**src/rtl/sipo_pkg.sv**
```systemverilog
// rtl/sipo_pkg.sv - shared types, defaults and sizing helpers for the SIPO deserializer
// Contents: state_e (IDLE/SHIFT), DATA_W_DEF, PAR_BITS, cnt_w()
// Honours SIPO_DESER_PARITY_EN: adds one even-parity bit to each serial frame.
package sipo_pkg;

    typedef enum logic {
        IDLE  = 1'b0,
        SHIFT = 1'b1
    } state_e;

    localparam int DATA_W_DEF = 8;

`ifdef SIPO_DESER_PARITY_EN
    localparam int PAR_BITS = 1;
`else
    localparam int PAR_BITS = 0;
`endif

    // Counter width able to index every bit of a frame; never narrower than 1.
    function automatic int cnt_w(input int frame_w);
        return (frame_w <= 2) ? 1 : $clog2(frame_w);
    endfunction

endpackage

```
**src/rtl/sipo_deser_if.sv**
```systemverilog
// rtl/sipo_deser_if.sv - serial-in / parallel-out handshake bundle
// Signals: si, en, clr (serial side), dout, dvalid, dready (word handshake), ovf,
//          perr (only with SIPO_DESER_PARITY_EN)
// master: upstream serial source plus downstream consumer; slave: the deserializer.
interface sipo_deser_if #(
    parameter int DATA_W = 8
);
    logic              si;
    logic              en;
    logic              clr;
    logic [DATA_W-1:0] dout;
    logic              dvalid;
    logic              dready;
    logic              ovf;
`ifdef SIPO_DESER_PARITY_EN
    logic              perr;

    modport master (
        output si, en, clr, dready,
        input  dout, dvalid, ovf, perr
    );

    modport slave (
        input  si, en, clr, dready,
        output dout, dvalid, ovf, perr
    );
`else
    modport master (
        output si, en, clr, dready,
        input  dout, dvalid, ovf
    );

    modport slave (
        input  si, en, clr, dready,
        output dout, dvalid, ovf
    );
`endif
endinterface

```
**src/rtl/sipo_shreg.sv**
```systemverilog
// rtl/sipo_shreg.sv - MSB-first shift register with frame bit counter and done strobe
// Ports: clk, rst (async active-low), en_i (bit valid), si_i (serial bit),
//        clr_i (abort partial frame), sh_o (frame contents), last_o (next bit
//        completes the frame), done_o (one-cycle strobe after a frame completes)
import sipo_pkg::*;

module sipo_shreg #(
    parameter int FRAME_W = 8,
    parameter int CNT_W   = cnt_w(FRAME_W)
) (
    input  logic               clk,
    input  logic               rst,
    input  logic               en_i,
    input  logic               si_i,
    input  logic               clr_i,
    output logic [FRAME_W-1:0] sh_o,
    output logic               last_o,
    output logic               done_o
);

    localparam logic [CNT_W-1:0] LAST_IDX = CNT_W'(FRAME_W - 1);

    logic [FRAME_W-1:0] sh_q, sh_d;
    logic [CNT_W-1:0]   cnt_q, cnt_d;
    logic               done_q, done_d;

    assign last_o = (cnt_q == LAST_IDX);
    assign sh_o   = sh_q;
    assign done_o = done_q;

    always_comb begin
        sh_d   = sh_q;
        cnt_d  = cnt_q;
        done_d = 1'b0;
        if (clr_i) begin
            // Abort wins over a bit arriving in the same cycle.
            sh_d  = '0;
            cnt_d = '0;
        end else if (en_i) begin
            sh_d = {sh_q[FRAME_W-2:0], si_i};
            if (last_o) begin
                // Wrap straight to 0 so the next frame can start on the following cycle.
                cnt_d  = '0;
                done_d = 1'b1;
            end else begin
                cnt_d = cnt_q + 1'b1;
            end
        end
    end

    always_ff @(posedge clk or negedge rst) begin
        if (!rst) begin
            sh_q   <= '0;
            cnt_q  <= '0;
            done_q <= 1'b0;
        end else begin
            sh_q   <= sh_d;
            cnt_q  <= cnt_d;
            done_q <= done_d;
        end
    end

endmodule

```
**src/rtl/sipo_deser.sv**
```systemverilog
// rtl/sipo_deser.sv - serial-to-parallel deserializer with valid/ready output word
// Ports: clk, rst (async active-low), bus (sipo_deser_if.slave: si, en, clr,
//        dout, dvalid, dready, ovf, perr)
// Honours SIPO_DESER_PARITY_EN: frame = DATA_W data bits + even-parity bit, perr output.
import sipo_pkg::*;

module sipo_deser #(
    parameter int DATA_W = DATA_W_DEF
) (
    input  logic         clk,
    input  logic         rst,
    sipo_deser_if.slave  bus
);

    localparam int FRAME_W = DATA_W + PAR_BITS;

    state_e             state_q, state_d;
    logic [DATA_W-1:0]  dout_q, dout_d;
    logic               dvalid_q, dvalid_d;
    logic               ovf_q, ovf_d;
    logic               perr_q, perr_d;

    logic [FRAME_W-1:0] frame;
    logic               last_bit;
    logic               done;
    logic               load;
    logic               drop;
    logic               frame_perr;

    sipo_shreg #(
        .FRAME_W (FRAME_W)
    ) u_shreg (
        .clk    (clk),
        .rst    (rst),
        .en_i   (bus.en),
        .si_i   (bus.si),
        .clr_i  (bus.clr),
        .sh_o   (frame),
        .last_o (last_bit),
        .done_o (done)
    );

`ifdef SIPO_DESER_PARITY_EN
    // Even parity: data bits plus parity bit must XOR to 0.
    assign frame_perr = ^frame;
`else
    assign frame_perr = 1'b0;
`endif

    // A finished frame is taken when the holding register is free or being
    // emptied this cycle; otherwise it is lost and flagged. clr freezes the
    // output side for its cycle.
    assign load = done && !bus.clr && (!dvalid_q || bus.dready);
    assign drop = done && !bus.clr && dvalid_q && !bus.dready;

    always_comb begin
        state_d = state_q;
        case (state_q)
            IDLE:    if (bus.en) state_d = SHIFT;
            SHIFT:   if (bus.en && last_bit) state_d = IDLE;
            default: state_d = IDLE;
        endcase
        if (bus.clr) state_d = IDLE;
    end

    always_comb begin
        dout_d   = dout_q;
        dvalid_d = dvalid_q;
        perr_d   = perr_q;
        ovf_d    = ovf_q | drop;
        if (bus.clr) begin
            ovf_d = 1'b0;
        end else if (load) begin
            dout_d   = frame[FRAME_W-1 -: DATA_W];
            perr_d   = frame_perr;
            dvalid_d = 1'b1;
        end else if (dvalid_q && bus.dready) begin
            dvalid_d = 1'b0;
        end
    end

    always_ff @(posedge clk or negedge rst) begin
        if (!rst) begin
            state_q  <= IDLE;
            dout_q   <= '0;
            dvalid_q <= 1'b0;
            ovf_q    <= 1'b0;
            perr_q   <= 1'b0;
        end else begin
            state_q  <= state_d;
            dout_q   <= dout_d;
            dvalid_q <= dvalid_d;
            ovf_q    <= ovf_d;
            perr_q   <= perr_d;
        end
    end

    assign bus.dout   = dout_q;
    assign bus.dvalid = dvalid_q;
    assign bus.ovf    = ovf_q;
`ifdef SIPO_DESER_PARITY_EN
    assign bus.perr   = perr_q;
`else
    // perr is only meaningful with parity frames; keep the register tied off.
    logic unused_perr;
    assign unused_perr = perr_q;
`endif

endmodule

```
**src/flat_wrapper.sv**
```systemverilog
// flat-port wrapper written by rule: the top's interface ports become plain ports
module sipo_deser_flat 
#(
    parameter int DATA_W = DATA_W_DEF
)
  (clk, rst, bus_si, bus_en, bus_clr, bus_dready, bus_dout, bus_dvalid, bus_ovf);
  sipo_deser_if #(.DATA_W(DATA_W)) bus_i ();
  input  logic clk;
  input  logic rst;
  input wire logic [$bits(bus_i.si)-1:0] bus_si;
  input wire logic [$bits(bus_i.en)-1:0] bus_en;
  input wire logic [$bits(bus_i.clr)-1:0] bus_clr;
  input wire logic [$bits(bus_i.dready)-1:0] bus_dready;
  output wire logic [$bits(bus_i.dout)-1:0] bus_dout;
  output wire logic [$bits(bus_i.dvalid)-1:0] bus_dvalid;
  output wire logic [$bits(bus_i.ovf)-1:0] bus_ovf;
  assign bus_i.si = bus_si;
  assign bus_i.en = bus_en;
  assign bus_i.clr = bus_clr;
  assign bus_i.dready = bus_dready;
  assign bus_dout = bus_i.dout;
  assign bus_dvalid = bus_i.dvalid;
  assign bus_ovf = bus_i.ovf;
  sipo_deser #(.DATA_W(DATA_W)) u_core (.clk(clk), .rst(rst), .bus(bus_i));
endmodule
```
**config.mk**
```make
export PLATFORM = sky130hd
export DESIGN_NAME = sipo_deser_flat
export DESIGN_NICKNAME = d
export VERILOG_FILES = /design/src/rtl/sipo_pkg.sv /design/src/rtl/sipo_deser_if.sv /design/src/rtl/sipo_shreg.sv /design/src/rtl/sipo_deser.sv /design/src/flat_wrapper.sv
export SDC_FILE = /design/constraint.sdc
export NUM_CORES = 1
export LEC_CHECK = 0
export CORE_UTILIZATION = 42
export DETAILED_ROUTE_END_ITERATION = 6
export GPL_TIMING_DRIVEN = 0
export PLACE_DENSITY_LB_ADDON = 0.08
export SYNTH_ARGS = -nofsm -noshare
export SYNTH_HDL_FRONTEND = slang
export SYNTH_SLANG_ARGS = --single-unit
```
**constraint.sdc**
```tcl
create_clock -name clk -period 1.7 [get_ports clk]
set_input_delay 0.425 -clock clk [delete_from_list [all_inputs] [get_ports clk]]
set_output_delay 0.425 -clock clk [all_outputs]
set_load 0.01 [all_outputs]
```
# --- Word-level counts from Yosys, hierarchy flattened ---
# Index checks and enable logic that the tools add are counted.
op_classes:
  addsub: 1
  n_eq_ne: 1
  n_mux: 11
  bitwise_logic: 2
  n_reduce_logical: 13
ops:
  columns: ["operator", "n"]
  rows:
  - ["$mux 8", 2]
  - ["$mux 3", 3]
  - ["$mux 1", 6]
  - ["$logic_and 1x1->1", 5]
  - ["$reduce_and 2->1", 2]
  - ["$reduce_bool 2->1", 2]
  - ["$add 3x1->3 const B", 1]
  - ["$eq 3x3->1 const B", 1]
  - ["$logic_not 1->1", 3]
  - ["$logic_or 1x1->1", 1]
  - ["$not 1->1", 1]
  - ["$or 1x1->1", 1]
totals:
  ff_bits: 22

# --- Logic depth before layout (Yosys ltp) ---
depth:
  depth_word: 6
  mapped_depth: 5
  ltp_nobuf: 5

# --- Cells and area by module ---
# From an unflattened synthesis, not the netlist that was laid out.
unflattened:
  hier_cells: 67
  area_unflattened_um2: 940.9
by_module_without_submodules:
  columns: ["mod", "instances", "cells_each", "area_per_inst_um2"]
  rows:
  - ["sipo_shreg", 1, 41, 501.7]
  - ["sipo_deser", 1, 26, 439.2]

# --- Worst setup path after synthesis ---
# No wires, ideal clock.
synth_path:
  path_type: "input to register"
  from: "input port bus_dready"
  to: "register u_core.dout_q[0] (netlist: u_core.bus.dout[0])"
  setup_ns: 0.125
  t_arrival_ns: 1.177
  t_required_ns: 1.575
  setup_slack_ns: 0.398
  cell_stages: 4
  path_cell_list: "inv_1 -> a211o_1 -> buf_6 -> mux2_4"
synth_between:
  elab_chain_cells: 3
synth_rtl:
  columns: ["item", "line", "rtl"]
  rows:
  - ["start: declaration", "flat_wrapper.sv:13", "input wire logic [$bits(bus_i.dready)-1:0] bus_dready;"]
  - ["$logic_or 1x1->1", "sipo_deser.sv:53", "assign load = done && !bus.clr && (!dvalid_q || bus.dready);"]
  - ["$logic_and 1x1->1", "sipo_deser.sv:53", null]
  - ["$reduce_and 2->1 (no source line)", null, null]
  - ["end signal: assignment", "sipo_deser.sv:91", "dout_q <= dout_d;"]
  - ["end: declaration", "sipo_deser.sv:18", "logic [DATA_W-1:0] dout_q, dout_d;"]
# No other way between the ends.
# A chain may end at the register's enable or synchronous reset.

# --- Worst setup path after layout ---
layout_path:
  from: "register u_core.dout_q[3] (netlist: u_core.bus.dout[3])"
  to: "output port bus_dout[3]"
layout_lines:
  columns: ["item", "line", "rtl"]
  rows:
  - ["end: declaration", "flat_wrapper.sv:14", "output wire logic [$bits(bus_i.dout)-1:0] bus_dout;"]
# No word-level cell between the ends.

==> flow_summary.toml <==
[logic_synthesis]
synth.ff_latch_count = 22
synth_top_area_cell = "dfrtp_1"
syn-mean-instance-area_sq_um = 13.88
synth_edf_count = 0
synth_nets = 74
synth_top_area_share_pct = 60.11
ys_types = 13
synthCells = 66
synth.most_common_cell = "dfrtp_1"
syn_area_sq_um = 915.9
synth-main-ff-cell = "dfrtp_1"
ys_async_sr_fraction_pct = 100.0
ys_warn_count = 0
synthTopCellsByArea = "dfrtp_1 (60%), mux2_4 (13%), mux2i_1 (12%), nor2_1 (5.3%), ha_1 (2.7%)"
synth_commonest_cells = "dfrtp_1 (22), nor2_1 (13), mux2i_1 (11)"
ys_seq_area_share_pct = 60.11

[finish]
num_antenna_cells = 0
finalNonFillerCells = 118
drive_gt1_share_pct = 21.98
syn_to_final_growth_pct = 32.38
nets = 100
fin_util_pct = 60.56

[timing]
finClkSkew_ns = 0.01154
tightest_slew_ns = 0.9574
finalCritPeriodShare_pct = 96.75
whs_ns = 0.5107
fin_ws_ns = 0.05525
slew_viol_final = 0
finalHoldViolCount = 0
min_period_ns = 1.645
fmax_ghz = 0.6080
maxSlewHeadroom_pct = 35.98
setup_viol = 0

[clocking]
cts.sinks = 22
cts_buffers = 3
htreeDepth = 1
cts_root_buf = "clkbuf_4"
cts_max_path_buffers = 2
cts_hold_buffers = 0
insertion_delay_ns = 0.32
cts_tree = "built"
path_clk_slew_ns = 0.13

[outcome]
status = "complete, no violations"

[worst_hold_path]
hold_class = "flip-flop to flip-flop"

[die]
die_width_microns = 48.70
start_util_pct = 45.75
io_pins = 16
core_sq_um = 2002
fp-row-count = 16
fp.dieArea_sq_um = 2371
die_h_microns = 48.70

[placed_design]
port_buffers = 15
gp_congestion = 0.6572
place_ws_ns = -0.1609
hpwl_microns = 1005
place_inst = 108

[critical_path]
worstSetupPathType = "flip-flop to output pin"
cp_num_buf_inv = 1
cp.arrival_ns = 1.22
cpMaxStageDelayCell = "clkdlybuf4s50_1"
start_kind = "flip-flop"
crit_path_cell_trace = "clkdlybuf4s50_1"
path_max_fanout = 2
slowest_delay_ns = 0.54
crit_family = "buffers and inverters"
required_ns = 1.27
endpoint_kind = "output pin"

[drt]
dr.pass1.iters = 4
wl_per_cell_microns = 13.09
dr.max_layer_used = "met4"
viasPerCell = 4.856
drt_iter0_markers = 5
wl_microns = 1545
met1_length_microns = 730
drc = 0
wl_met2_microns = 689
antenna_left = 0
via_count = 573
met3_length_microns = 98

[grt]
grt_pass1_wl_microns = 2656
grt_overflow_total = 0
grt.total_usage_pct = 15.29
grt_pass1_vias = 566
antenna_found_initial = 0
grt_start_max_net_pins = 23

[pwr]
power_leakage_nw = 0.7422
ir_drop_mv = 0.6728
pwr_density_cell_nw_per_um2 = 815.6
finalPower_w = 0.0009888

[flow_run]
drv_cap = 0
## kinds of logic after synthesis
family / after synthesis / synth area share (%)
buffers and inverters: 5 / 3.005
AO/OA/AOI/OAI: 4 / 2.733
AND/OR/NAND/NOR: 14 / 6.285
multiplexers: 19 / 25.14
flip-flops: 22 / 60.11
adder cells (fa/ha/maj): 2 / 2.732
## stage by stage
| step | instance area (sq um) | setup TNS [ns] |
|---|---|---|
| finish | 1212 | 0 |
| global route | 1212 | -0.003012 |
| CTS | 1160 | 0 |
| detailed placement | 1100 | -1.232 |
| global placement | 1100 | -1.126 |
| floorplan | 915.9 | 0 |
## cell type report
cell class                 instances  area [sq um]
multi-input combinational         39         337.8
sequential                        22         550.5
fill                             173         789.5
clock buffer                       3         22.52
tap                               27         33.78
inverter                           2         7.507
timing repair buffer              21         210.2
buffer                             3         20.02
clock inverter                     1         30.03
## worst reg2reg max path: stages, from the launching register on
cell and delay, ns:
dfrtp_1 0.40, buf_4 0.14, a211o_1 0.27, buf_6 0.16, mux2_4 0.30
## repair_timing
action                                  in CTS  in global routing
gates resized for setup                      0                  6
pin swaps                                    0                  0
endpoints found under the setup margin       1                  8
setup buffers                                1                  5
## power by group
group          switching, W  internal (W)  total [W]
clock network      0.000161      0.000239   0.000400
logic             0.0000298     0.0000238  0.0000536
registers        0.00000494      0.000530   0.000535
total              0.000196      0.000793   0.000989
## path summary, 6_finish.rpt
path,slack [ns],startpoint,end,cells after the start
worst max-delay path,0.06,u_core.bus.dout[3]$_DFFE_PN0P_,bus_dout[3],1
worst min-delay path,0.51,u_core.bus.ovf$_DFF_PN0_,u_core.bus.ovf$_DFF_PN0_,2
worst max register to register,0.33,u_core.bus.dvalid$_DFFE_PN0P_,u_core.bus.dout[2]$_DFFE_PN0P_,4
worst min register to register,0.51,u_core.bus.ovf$_DFF_PN0_,u_core.bus.ovf$_DFF_PN0_,2
max in group asynchronous,0.49,rst,u_core.u_shreg.sh_o[3]$_DFFE_PN0P_,1
min in group asynchronous,0.62,rst,u_core.bus.dout[4]$_DFFE_PN0P_,1
## per-layer routing
metal  up-vias  track usage [%]
met1       276            19.02
met4         0            5.882
met3         5            5.975
met5         -                0
met2        18            23.84
li1        274                -
## cells in the final DEF, fill, tap and decap left out
cell             count
dfrtp_1             22
nor2_1              13
mux2i_1             11
clkdlybuf4s50_1      9
mux2_4               8
dlymetal6s2s_1       6
buf_4                6
clkbuf_4             3
inv_1                2
o21ai_0              2
ha_1                 2
clkbuf_1             1
a31oi_1              1
buf_2                1
and3b_1              1
a211o_1              1
buf_6                1
bufinv_16            1
## sequential cells by signal, summed over array words and instances, names as in the netlist
| register | count |
|---|---|
| u_core.u_shreg.done_o | 1 |
| u_core.bus.dout | 8 |
| u_core.bus.ovf | 1 |
| u_core.bus.dvalid | 1 |
| u_core.u_shreg.sh_o | 8 |
| u_core.u_shreg.cnt_q | 3 |
Power figures use the tool's default switching activity.
